**config.mk**
```make
export PLATFORM = sky130hd
export DESIGN_NAME = color_sensor_emulator
export DESIGN_NICKNAME = d
export VERILOG_FILES = /design/src/rtl/color_sensor_emulator.sv
export SDC_FILE = /design/constraint.sdc
export NUM_CORES = 1
export LEC_CHECK = 0
export CAP_MARGIN = 25
export CORE_MARGIN = 2
export CORE_UTILIZATION = 60
export DETAILED_ROUTE_END_ITERATION = 8
export GPL_ROUTABILITY_DRIVEN = 0
export HOLD_SLACK_MARGIN = 0.05
export PLACE_DENSITY = 0.76
export SYNTH_ARGS = -nofsm -noshare
export SYNTH_HDL_FRONTEND = slang
export SYNTH_SLANG_ARGS = --single-unit
```
**constraint.sdc**
```tcl
create_clock -name clk -period 11.61 [get_ports clk]
set_input_delay 2.322 -clock clk [delete_from_list [all_inputs] [get_ports clk]]
set_output_delay 2.322 -clock clk [all_outputs]
set_load 0.1 [all_outputs]
```
**src/rtl/color_sensor_emulator.sv**
```systemverilog
// Colour-sensor emulator: produces a 50% duty square wave whose half-period is
// a programmable per-photodiode register scaled by the selected output scaling.
// Optional macro COLOR_EMU_JITTER_EN adds 0..3 cycles of LFSR jitter per half-period.
module color_sensor_emulator #(
  parameter int unsigned HP_W      = 16,
  parameter int unsigned DEF_RED   = 1000,
  parameter int unsigned DEF_BLUE  = 1100,
  parameter int unsigned DEF_GREEN = 1200,
  parameter int unsigned DEF_CLEAR = 400
) (
  input  logic            clk,
  input  logic            rst_n,
  input  logic [1:0]      scale,
  input  logic [1:0]      filter,
  input  logic            enf,
  input  logic            wr_en,
  input  logic [1:0]      wr_sel,
  input  logic [HP_W-1:0] wr_data,
  output logic            sensor_freq,
  output logic            freq_valid
);

  // N = hp * 50 fits in HP_W+6 bits; one extra bit leaves room for jitter
  localparam int unsigned NW = HP_W + 6;
  localparam int unsigned CW = NW + 1;

  typedef enum logic [1:0] {
    OFF    = 2'd0,
    RUN_LO = 2'd1,
    RUN_HI = 2'd2
  } state_t;

  // Register index follows the filter encoding: red, blue, clear, green
  logic [HP_W-1:0] hp [4];
  state_t          state;
  state_t          entry_st;
  logic [4:0]      ctrl;
  logic [4:0]      ctrl_q;
  logic [HP_W-1:0] hp_sel;
  logic [5:0]      mult;
  logic [NW-1:0]   n_sel;
  logic [CW-1:0]   len_new;
  logic [CW-1:0]   n_lat;
  logic [CW-1:0]   count;
  logic            zero_n;
  logic            hard_off;
  logic            off_in;
  logic            changed;
  logic            terminal;
  logic            go_off;
  logic            go_entry;

`ifdef COLOR_EMU_JITTER_EN
  logic [15:0] lfsr;

  // Jitter source, stepped once per half-period entry
  always_ff @(posedge clk or negedge rst_n) begin
    if (!rst_n) begin
      lfsr <= 16'hACE1;
    end else if (go_entry) begin
      lfsr <= {lfsr[0] ^ lfsr[2] ^ lfsr[3] ^ lfsr[5], lfsr[15:1]};
    end
  end
`endif

  // Half-period length the next state entry would latch
  always_comb begin
    hp_sel = hp[filter];
    case (scale)
      2'b11:   mult = 6'd1;
      2'b10:   mult = 6'd5;
      2'b01:   mult = 6'd50;
      default: mult = 6'd0;
    endcase
    n_sel = NW'(hp_sel) * NW'(mult);
`ifdef COLOR_EMU_JITTER_EN
    len_new = CW'(n_sel) + CW'(lfsr[1:0]);
`else
    len_new = CW'(n_sel);
`endif
    zero_n   = (hp_sel == '0);
    hard_off = enf || (scale == 2'b00);
    off_in   = hard_off || zero_n;
    ctrl     = {enf, scale, filter};
    changed  = (ctrl != ctrl_q);
    terminal = (count == n_lat - CW'(1));
  end

  // Transition decision: shut down, (re)enter a run state, or keep counting
  always_comb begin
    go_off   = 1'b0;
    go_entry = 1'b0;
    entry_st = RUN_LO;
    if (state == OFF) begin
      go_entry = !off_in;
    end else if (hard_off) begin
      go_off = 1'b1;
    end else if (changed || terminal) begin
      if (zero_n) begin
        go_off = 1'b1;
      end else begin
        go_entry = 1'b1;
        if (!changed && state == RUN_LO) begin
          entry_st = RUN_HI;
        end
      end
    end
  end

  // Half-period registers; a write only affects the next latch of N
  always_ff @(posedge clk or negedge rst_n) begin
    if (!rst_n) begin
      hp[0] <= HP_W'(DEF_RED);
      hp[1] <= HP_W'(DEF_BLUE);
      hp[2] <= HP_W'(DEF_CLEAR);
      hp[3] <= HP_W'(DEF_GREEN);
    end else if (wr_en) begin
      hp[wr_sel] <= wr_data;
    end
  end

  // Waveform FSM with half-period counter and registered outputs
  always_ff @(posedge clk or negedge rst_n) begin
    if (!rst_n) begin
      state       <= OFF;
      count       <= '0;
      n_lat       <= '0;
      ctrl_q      <= '0;
      sensor_freq <= 1'b0;
      freq_valid  <= 1'b0;
    end else begin
      ctrl_q <= ctrl;
      if (go_off) begin
        state       <= OFF;
        count       <= '0;
        sensor_freq <= 1'b0;
        freq_valid  <= 1'b0;
      end else if (go_entry) begin
        state       <= entry_st;
        count       <= '0;
        n_lat       <= len_new;
        sensor_freq <= (entry_st == RUN_HI);
        freq_valid  <= 1'b1;
      end else if (state != OFF) begin
        count <= count + CW'(1);
      end
    end
  end

endmodule

```
==> results.cfg <==
[yosys]
async_flop_share = 1.00
synth_cell_types = 68
synth_ff_type = dfrtp_1
synth_fp_nets = 935
seq_area_frac_synth = 0.341
yosys_warnings = 0
syn_inst = 834
syn-cell-area_mm2 = 0.00864
synth_edf_count = 0
syn_avg_cell_area_um2 = 10.4
synth-seq-cells = 117

[grt]
antenna_found_initial = 0
grt_max_degree = 74
grt_pass1_wl_um = 29600
grt_pass1_vias = 6409
track_usage = 0.247
overflow = 0

[power_and_ir_drop]
finalPower_uw = 1720
powerDensity_mw_per_mm2 = 180
leakagePower_uw = 0.00424
peakVddDrop_mv = 0.131

[setup_path]
cp_max_fo = 22
r2r_end = n_lat[20]$_DFFE_PN0P_
r2r_start = hp[25]$_DFFE_PN0P_
cp-startpoint = scale[1]
required_ns = 11.91
reg2reg_slack_ns = 6.70
r2r_cells = 16
critPathCaptureType = flop
worstSetupPathType = in2reg
critPathLaunchType = primary input
worstPathArrival_ns = 7.86

[floorplanning]
pin_count = 28
die-area_mm2 = 0.0154
start_util = 0.617
std_cell_rows = 43
core_mm2 = 0.0140
die_x_um = 124
die_y_um = 124

[clocking]
cts_resized = 0
cts.htree.levels = 4
cts.sinks = 117
clock_latency_ns = 0.42
hold_buffers = 0
cts.reportedPaths.clkPinSlew_ns = 0.06
cts_setup_buffers = 0
numCtsBuffers = 17
cts_root_buf = clkbuf_16
cts_tree = done
cts_buffer_depth = 2

[timing]
slew_headroom = 0.297
setup_viol = 0
final_hold_viol_count = 0
setup_slack_ns = 4.06
fin_crit_sh = 0.651
fin_crit_ns = 7.55
setup_tns_ns = 0
finalClockSkew_ns = 0.0102
worstMarginPinSlew_ns = 1.05
max_freq_mhz = 132
rsz0062_at_grt = false
final_max_slew_viol_count = 0

[finish]
diodes = 0
final_cell_mix = 100 x dfrtp_1, 82 x inv_1, 72 x nor2_1
fillers = 1036
mostFrequentLayoutCell = dfrtp_1
final_layout_size_suffix_gt1_frac = 0.194
fin_nets = 953
finalInstanceArea_mm2 = 0.00958
area_delta_synth_final_pct = 10.9

[detailed_routing]
drtIter0Drc = 418
vias_per_cell = 5.87
route.detailed.drc = 0
postRouteAntennaNets = 0
vias = 6133
drt_first_pass_iters = 5
drt-total-wl_um = 17500
wl_per_cell_um = 16.7

[worst_hold_path]
whs_path_depth = 1
hp-class = reg2reg
hp-start = hp[15]$_DFFE_PN0P_
min_to = hp[15]$_DFFE_PN0P_

[place]
dpl_cell_area_mm2 = 0.00902
port_buffers = 27
dp_hpwl_um = 12900
dp_slack_ns = 3.68

[job]
maxCapViolations = 0

[outcome]
status = complete, no violations
==> worst max-delay path, cell delays in order <==
cell	delay, ns
clkdlybuf4s50_1	0.86
nor2b_1	0.84
nand2_1	0.10
nand2_1	0.11
ha_1	0.24
fa_1	0.49
inv_1	0.06
fa_1	0.53
inv_1	0.04
ha_1	0.33
a21oi_1	0.23
o21ai_0	0.15
and3_1	0.23
a211o_1	0.31
o31a_1	0.30
a31oi_1	0.26
o311ai_0	0.16
mux2_4	0.28
==> metrics by stage <==
stage | hold slack [ns] | utilization | instances
floorplan | 0.474 | - | 834
global placement | 0.481 | 0.645 | 1013
detailed placement | 0.487 | 0.645 | 1013
CTS | 0.501 | 0.685 | 1045
global route | 0.516 | 0.685 | 1045
finish | 0.498 | 0.685 | 1045
==> layout make-up <==
cell class | count | area [µm²] | share of cell area
Tap cell | 180 | 225 | 0.0235
Sequential cell | 117 | 2950 | 0.308
Timing Repair Buffer | 32 | 305 | 0.0319
Clock buffer | 18 | 439 | 0.0459
Multi-Input combinational cell | 602 | 5230 | 0.546
Clock inverter | 14 | 119 | 0.0124
Inverter | 82 | 308 | 0.0321
==> Yosys cell counts, types with 5 or more instances <==
master / number / share of area
a21o_1: 6 / 0.0052
nor3_1: 24 / 0.014
dfrtp_1: 100 / 0.29
nor4_1: 8 / 0.0058
a21oi_1: 16 / 0.0093
inv_1: 82 / 0.036
ha_1: 47 / 0.068
a22o_1: 5 / 0.0051
and2_1: 24 / 0.017
dfstp_2: 17 / 0.052
nand2_1: 45 / 0.020
mux2_2: 65 / 0.085
xor2_1: 22 / 0.022
nor2_1: 72 / 0.031
a31oi_1: 5 / 0.0036
o21ai_0: 14 / 0.0081
fa_1: 28 / 0.065
nand2b_1: 7 / 0.0051
nand4_1: 9 / 0.0065
or3_1: 6 / 0.0043
or4_1: 5 / 0.0043
mux4_2: 16 / 0.042
and3_1: 10 / 0.0072
o21ai_1: 6 / 0.0035
xnor2_1: 53 / 0.054
nor3b_1: 6 / 0.0052
clkbuf_1: 25 / 0.011
nor2b_1: 6 / 0.0043
mux2_4: 18 / 0.031
nand3_1: 12 / 0.0070
==> cells by family after synthesis <==
| logic type | count (synthesis) | share of synthesized area |
|---|---|---|
| mux | 104 | 0.164 |
| fa+ha+maj | 75 | 0.133 |
| compound gates | 92 | 0.0759 |
| buf+inv | 115 | 0.0536 |
| flops | 117 | 0.341 |
| simple gates | 255 | 0.153 |
| xor+xnor | 76 | 0.0787 |
==> power breakdown <==
| part | switching [µW] | leakage, µW | internal [µW] |
|---|---|---|---|
| clock network | 204 | 0.000270 | 283 |
| registers | 84.6 | 0.00143 | 493 |
| logic | 337 | 0.00254 | 319 |
| total | 626 | 0.00424 | 1100 |
==> per-layer routing <==
metal	part of all wire	vias up	track usage
met5	0	-	0
li1	-	2922	-
met4	0.022	0	0.0997
met1	0.44	3017	0.295
met3	0.040	36	0.0554
met2	0.50	158	0.431
==> state kept, by name, indices dropped and copies added (netlist names) <==
name / cells
count: 23
sensor_freq: 1
freq_valid: 1
hp: 64
n_lat: 22
state: 1
ctrl_q: 5
==> worst max-delay path by stage <==
stage | end | cells after the start
floorplan | n_lat[20]$_DFFE_PN0P_ | 19
global placement | n_lat[20]$_DFFE_PN0P_ | 18
detailed placement | n_lat[20]$_DFFE_PN0P_ | 18
CTS | n_lat[20]$_DFFE_PN0P_ | 18
global route | n_lat[20]$_DFFE_PN0P_ | 18
finish | n_lat[20]$_DFFE_PN0P_ | 18
(Power assumes the default switching activity.)
==> variant 1 (same settings) <==
Change the parameter `HP_W` from 16 to 32.
--- a/src/rtl/color_sensor_emulator.sv
+++ b/src/rtl/color_sensor_emulator.sv
@@ -3,5 +3,5 @@
 // Optional macro COLOR_EMU_JITTER_EN adds 0..3 cycles of LFSR jitter per half-period.
 module color_sensor_emulator #(
-  parameter int unsigned HP_W      = 16,
+  parameter int unsigned HP_W      = 32,
   parameter int unsigned DEF_RED   = 1000,
   parameter int unsigned DEF_BLUE  = 1100,
Interface: changed (resized wr_data); port bits go from 28 to 44. The function was not compared with the original's and may differ.
==> variant 1 against the original RTL <==
  * Routed wire length rose by 79%
  * Non-clock buffer count rose by 25
  * Worst setup slack got worse by 0.066 ns
  * Via count rose by 74%
  * Area after synthesis rose by 81%
  * Cell area rose by 79%
  * Power rose by 72%
  * Sequential cell count rose by 96
  * Count of clock-buffer cells in the layout rose by 12
==> variant 1: results (changes against the original RTL) <==
| Metric | Value |
|---|---|
| Synth cell types | 66 (-2.9%) |
| Post-synth ARST share | 100.0% (unchanged) |
| Hold Path Depth | 1 (unchanged) |
| YS warnings | 0 (unchanged) |
| Root Driver | clkbuf_16 |
| Largest cells by area after synthesis | dfrtp_1 (31%), fa_1 (10%), mux2_2 (9.8%) |
| Number of port buffers | 43 (+59%) |
| Commonest cells post-synth | dfrtp_1 (196), inv_1 (165), mux2_2 (136), nor2_1 (93) |
| First-pass DRT Iterations | 7 (+2) |
| Synth Area in Compound Gates | 6.143% (-1.4 points) |
| Vias in the first global route | 10874 (+70%) |
| Max-slew headroom at the worst pin | 35.09% (+5.4 points) |
| Ys flop type | dfrtp_1 |
| Share of cells above drive strength 1 | 16.35% (-3.1 points) |
| CP max stage delay | 0.73 ns (-0.13 ns) |
| Outcome | finished, final reports clean |
| Mux cell area share after synthesis | 16.73% (+0.33 points) |
| Pleak | 0.007628 µW (+80%) |
| Setup Fix Bufs, Post-CTS | 0 (unchanged) |
| Final WL | 31260 µm (+79%) |
| R2r endpoint | n_lat[37] |
| Slowest CP cell | clkdlybuf4s50_1 |
| Initial DRC Count | 561 (+34%) |
| Setup Skew | 0.02590 ns (+0.01570 ns) |
| Hold EP | hp[26] |
| First-pass GRT wire length | 53320 µm (+80%) |
| Total track usage | 23.97% (-0.70 points) |
| Top flop regs | hp (128), count (39), n_lat (38) |
| Top Family by Delay on Critical Path | adder cells |
| Worst reg2reg setup slack | 6.31 ns (-0.39 ns) |
| Post-CTS Resized | 0 (unchanged) |
| Largest net degree at the start of global routing | 85 (+15%) |
| Via density per instance | 5.736 (-2.3%) |
| Final nets | 1707 (+79%) |
| Reg2reg start | hp[104] |
| Worst r2r path cells | 20 (+4) |
| CTS max path bufs | 3 (+1) |
| Die width | 165.4 µm (+33%) |
| Worst Hold Launch | hp[26] |
| DP Area | 0.01630 mm² (+81%) |
| Seq/Total Area, Yosys | 34.26% (+0.11 points) |
| Max VDD drop | 134.1 µV (+2.2%) |
| Worst skew pair latency | 0.53 ns (+0.11 ns) |
| Crit-path max FO | 41 (+86%) |
| Ant. Diodes | 0 (unchanged) |
| Initial antenna violation count | 0 (unchanged) |
| H-tree levels | 1 (-3) |
| Cts bufs inserted | 23 (+6) |
| Post-Synth XOR/XNOR Area | 7.064% (-0.80 points) |
| Filler Cell Count | 2017 (+95%) |
| Synth Area in Adders | 16.53% (+3.2 points) |
| Detail Placement HPWL | 23090 µm (+80%) |
## variant 1: changes by cell type after synthesis, sizes merged, moves of 33 or more
| cell | delta |
|---|---|
| mux2 | +75 |
| inv | +83 |
| dfrtp | +96 |
| fa | +51 |
| and2 | +45 |
| ha | +33 |
## variant 1: final cells by class
type                    count  area, µm²  area share [%]
clock inverters            12      121.4          0.7096
clock buffers              30      621.8           3.636
multi-input cells        1046       9395           54.93
inverters                 165      619.3           3.621
repair buffers             57      574.3           3.358
flip-flops and latches    213       5351           31.29
well taps                 335      419.2           2.451
## variant 1: report_power, final
group          internal (µW)  total (µW)  switching, µW
logic                    557        1200            647
clock network            424         722            298
registers                899        1030            135
## variant 1: worst max path at each step
stage | startpoint | to | slack (ns) | cells after the start
finish | scale[0] | n_lat[37] | 3.99 | 22
global route | scale[0] | n_lat[37] | 3.68 | 22
CTS | scale[1] | n_lat[37] | 3.66 | 22
detailed placement | scale[1] | n_lat[37] | 3.13 | 22
global placement | scale[1] | n_lat[37] | 3.25 | 22
floorplan | filter[0] | n_lat[37] | 3.87 | 20
## variant 1: layer usage
metal  up-vias  global-route usage (%)  wire length (µm)
met4         0                   7.798               986
li1       5142                       -                 -
met1      5251                   33.21             14530
met2       194                   39.36             14620
met3        71                   3.297              1128
met5         -                       0                 0
## variant 1: metrics by stage
step / cells / setup WS [ns] / hold WS [ns]
2_1_floorplan: 1485 / 3.868 / 0.4739
3_3_place_gp: 1814 / 3.254 / 0.4818
3_5_place_dp: 1814 / 3.129 / 0.4881
4_1_cts: 1856 / 3.660 / 0.5026
5_1_grt: 1858 / 3.678 / 0.5155
6_report: 1858 / 3.991 / 0.4981
==> variant 2 (config.mk and constraints unchanged) <==
Without the edit above. Encoding of `state_t`: now one-hot (3 bits for 3 states).
--- a/src/rtl/color_sensor_emulator.sv
+++ b/src/rtl/color_sensor_emulator.sv
@@ -25,8 +25,8 @@
   localparam int unsigned CW = NW + 1;
 
-  typedef enum logic [1:0] {
-    OFF    = 2'd0,
-    RUN_LO = 2'd1,
-    RUN_HI = 2'd2
+  typedef enum logic [2:0] {
+    OFF    = 3'b001,
+    RUN_LO = 3'b010,
+    RUN_HI = 3'b100
   } state_t;
 
Behaviour: same outputs for any inputs over 4 cycles, from zero or initial values and one cycle with rst_n low; so few cycles prove little.
==> variant 2 against the original RTL <==
  * Global-route usage is 0.54 points higher
  * Clock skew increased by 0.019 ns
  * Count of clock-buffer cells in the layout is 1 higher
  * Routed wire length down 0.13%
  * Register-to-register slack got worse by 0.69 ns
  * Area after synthesis fell by 1.3%
  * Die area fell by 1.3%
  * Worst setup slack got worse by 0.77 ns
  * Largest cell class unchanged
  * Sequential cell count grew 1
  * Critical endpoint is now n_lat[21]
  * Largest power group unchanged
  * Power rose by 3.3%
  * Cell area fell by 0.67%
  * Critical path depth decreased by 1
  * Synthesized cell count fell by 3.4%
==> variant 2: results (changes against the original RTL) <==
| Metric | Value |
|---|---|
| Worst Hold Launch | state[0] |
| Initial antenna violation count | 0 (unchanged) |
| Vias in the first global route | 6246 (-2.5%) |
| Worst skew pair latency | 0.44 ns (+0.02 ns) |
| Commonest cells post-synth | dfrtp_1 (100), inv_1 (75), mux2_2 (69), nor2_1 (67), xnor2_1 (49) |
| DP Area | 0.008890 mm² (-1.4%) |
| Ant. Diodes | 0 (unchanged) |
| Final WL | 17450 µm (-0.13%) |
| Root Driver | clkbuf_16 |
| Worst hold path class | reg2reg |
| Cts bufs inserted | 17 (unchanged) |
| Setup Fix Bufs, Post-CTS | 0 (unchanged) |
| Number of port buffers | 27 (unchanged) |
| Detail Placement HPWL | 12820 µm (-0.33%) |
| Hold EP | state[0] |
| Synth cell types | 63 (-7.4%) |
| Post-synth ARST share | 100.0% (unchanged) |
| YS warnings | 0 (unchanged) |
| Initial DRC Count | 328 (-22%) |
| Hold Path Depth | 1 (unchanged) |
| Overflow after GRT | 0 (unchanged) |
| Max-slew headroom at the worst pin | 31.11% (+1.4 points) |
| First-pass GRT wire length | 29750 µm (+0.58%) |
| Worst r2r path cells | 16 (unchanged) |
| Setup Skew | 0.02904 ns (+0.01884 ns) |
| Max VDD drop | 154.2 µV (+18%) |
| Reg2reg start | hp[8] |
| Crit-path max FO | 22 (unchanged) |
| Outcome | finished, final reports clean |
| Top flop regs | hp (64), count (23), n_lat (22) |
| Via density per instance | 5.843 (-0.44%) |
| Total track usage | 25.21% (+0.54 points) |
| Largest net degree at the start of global routing | 71 (-4.1%) |
| Final hold slack | 0.5060 ns (+0.008477 ns) |
| First-pass DRT Iterations | 5 (unchanged) |
| Filler Cell Count | 1033 (-0.29%) |
| Clock-pin transition on the worst setup and hold timing paths | 0.06 ns (about the same) |
| R2r endpoint | n_lat[21] |
| Pleak | 0.004250 µW (+0.28%) |
| Seq/Total Area, Yosys | 34.91% (+0.76 points) |
| H-tree levels | 4 (unchanged) |
| Final nets | 926 (-2.8%) |
| Mapped Nets | 907 (-3.0%) |
| Worst reg2reg setup slack | 6.01 ns (-0.69 ns) |
| Crit path arrival time | 8.63 ns (+0.77 ns) |
| Largest cells by area after synthesis | dfrtp_1 (29%), mux2_2 (9.1%), ha_1 (6.9%) |
| Share of cells above drive strength 1 | 19.69% (+0.27 points) |
| Post-CTS Resized | 0 (unchanged) |
| CTS max path bufs | 2 (unchanged) |
==> variant 2: worst max-delay path by stage <==
| stage | startpoint | endpoint | slack [ns] | cells after the start |
|---|---|---|---|---|
| finish | scale[1] | n_lat[21] | 3.28 | 17 |
| global route | scale[1] | n_lat[21] | 3.15 | 18 |
| CTS | scale[1] | n_lat[21] | 3.52 | 17 |
| detailed placement | scale[1] | n_lat[21] | 3.08 | 17 |
| global placement | scale[1] | n_lat[21] | 3.55 | 17 |
| floorplan | filter[0] | n_lat[21] | 4.03 | 18 |
==> variant 2: critical path: stages <==
cell and delay [ns]:
clkdlybuf4s50_1 0.88, nor2b_1 0.89, nand2_1 0.12, o21ai_0 0.13
ha_1 0.27, fa_1 0.51, inv_1 0.06, fa_1 0.52
inv_1 0.04, ha_1 0.36, a21o_1 0.19, a21o_1 0.21
a2111oi_0 0.78, a211oi_1 0.25, a2111oi_0 0.64, o31ai_1 0.16
mux2_2 0.28
==> variant 2: cell families (layout without fill, tap and decap cells) <==
group	count (synthesis)	in the layout	share of synthesized area [%]
simple gates	231	231	14.17
flops	118	118	34.91
buf+inv	108	140	5.285
mux	104	104	16.46
compound gates	88	88	7.282
xor+xnor	82	82	8.426
fa+ha+maj	75	75	13.48
==> variant 2: layer usage <==
metal,track usage (%),wire length (µm),up-vias
met5,0,0,-
met4,11.43,397,0
met3,5.212,553,34
met2,44.57,9146,115
met1,29.38,7356,2948
li1,-,-,2851
==> variant 2: stage by stage <==
stage	utilization, %	std cells	worst slack, ns
6_report	68.52	1018	3.282
4_1_cts	68.47	1017	3.517
2_1_floorplan	-	806	4.026
5_1_grt	68.52	1018	3.148
3_3_place_gp	64.04	985	3.550
3_5_place_dp	64.04	985	3.081
==> variant 2: cell type report <==
| type | count | area, µm² | area share, % |
|---|---|---|---|
| clock inverters | 13 | 171.4 | 1.802 |
| multi-input cells | 580 | 5102 | 53.64 |
| repair buffers | 33 | 312.8 | 3.289 |
| well taps | 180 | 225.2 | 2.368 |
| clock buffers | 19 | 442.9 | 4.657 |
| inverters | 75 | 281.5 | 2.960 |
| flip-flops and latches | 118 | 2975 | 31.28 |
==> variant 2: report_power, final <==
part	internal, µW	switching [µW]	leakage (µW)
Sequential	498	86.4	0.00144
Combinational	313	340	0.00252
Clock	345	195	0.000295
Total	1160	621	0.00425
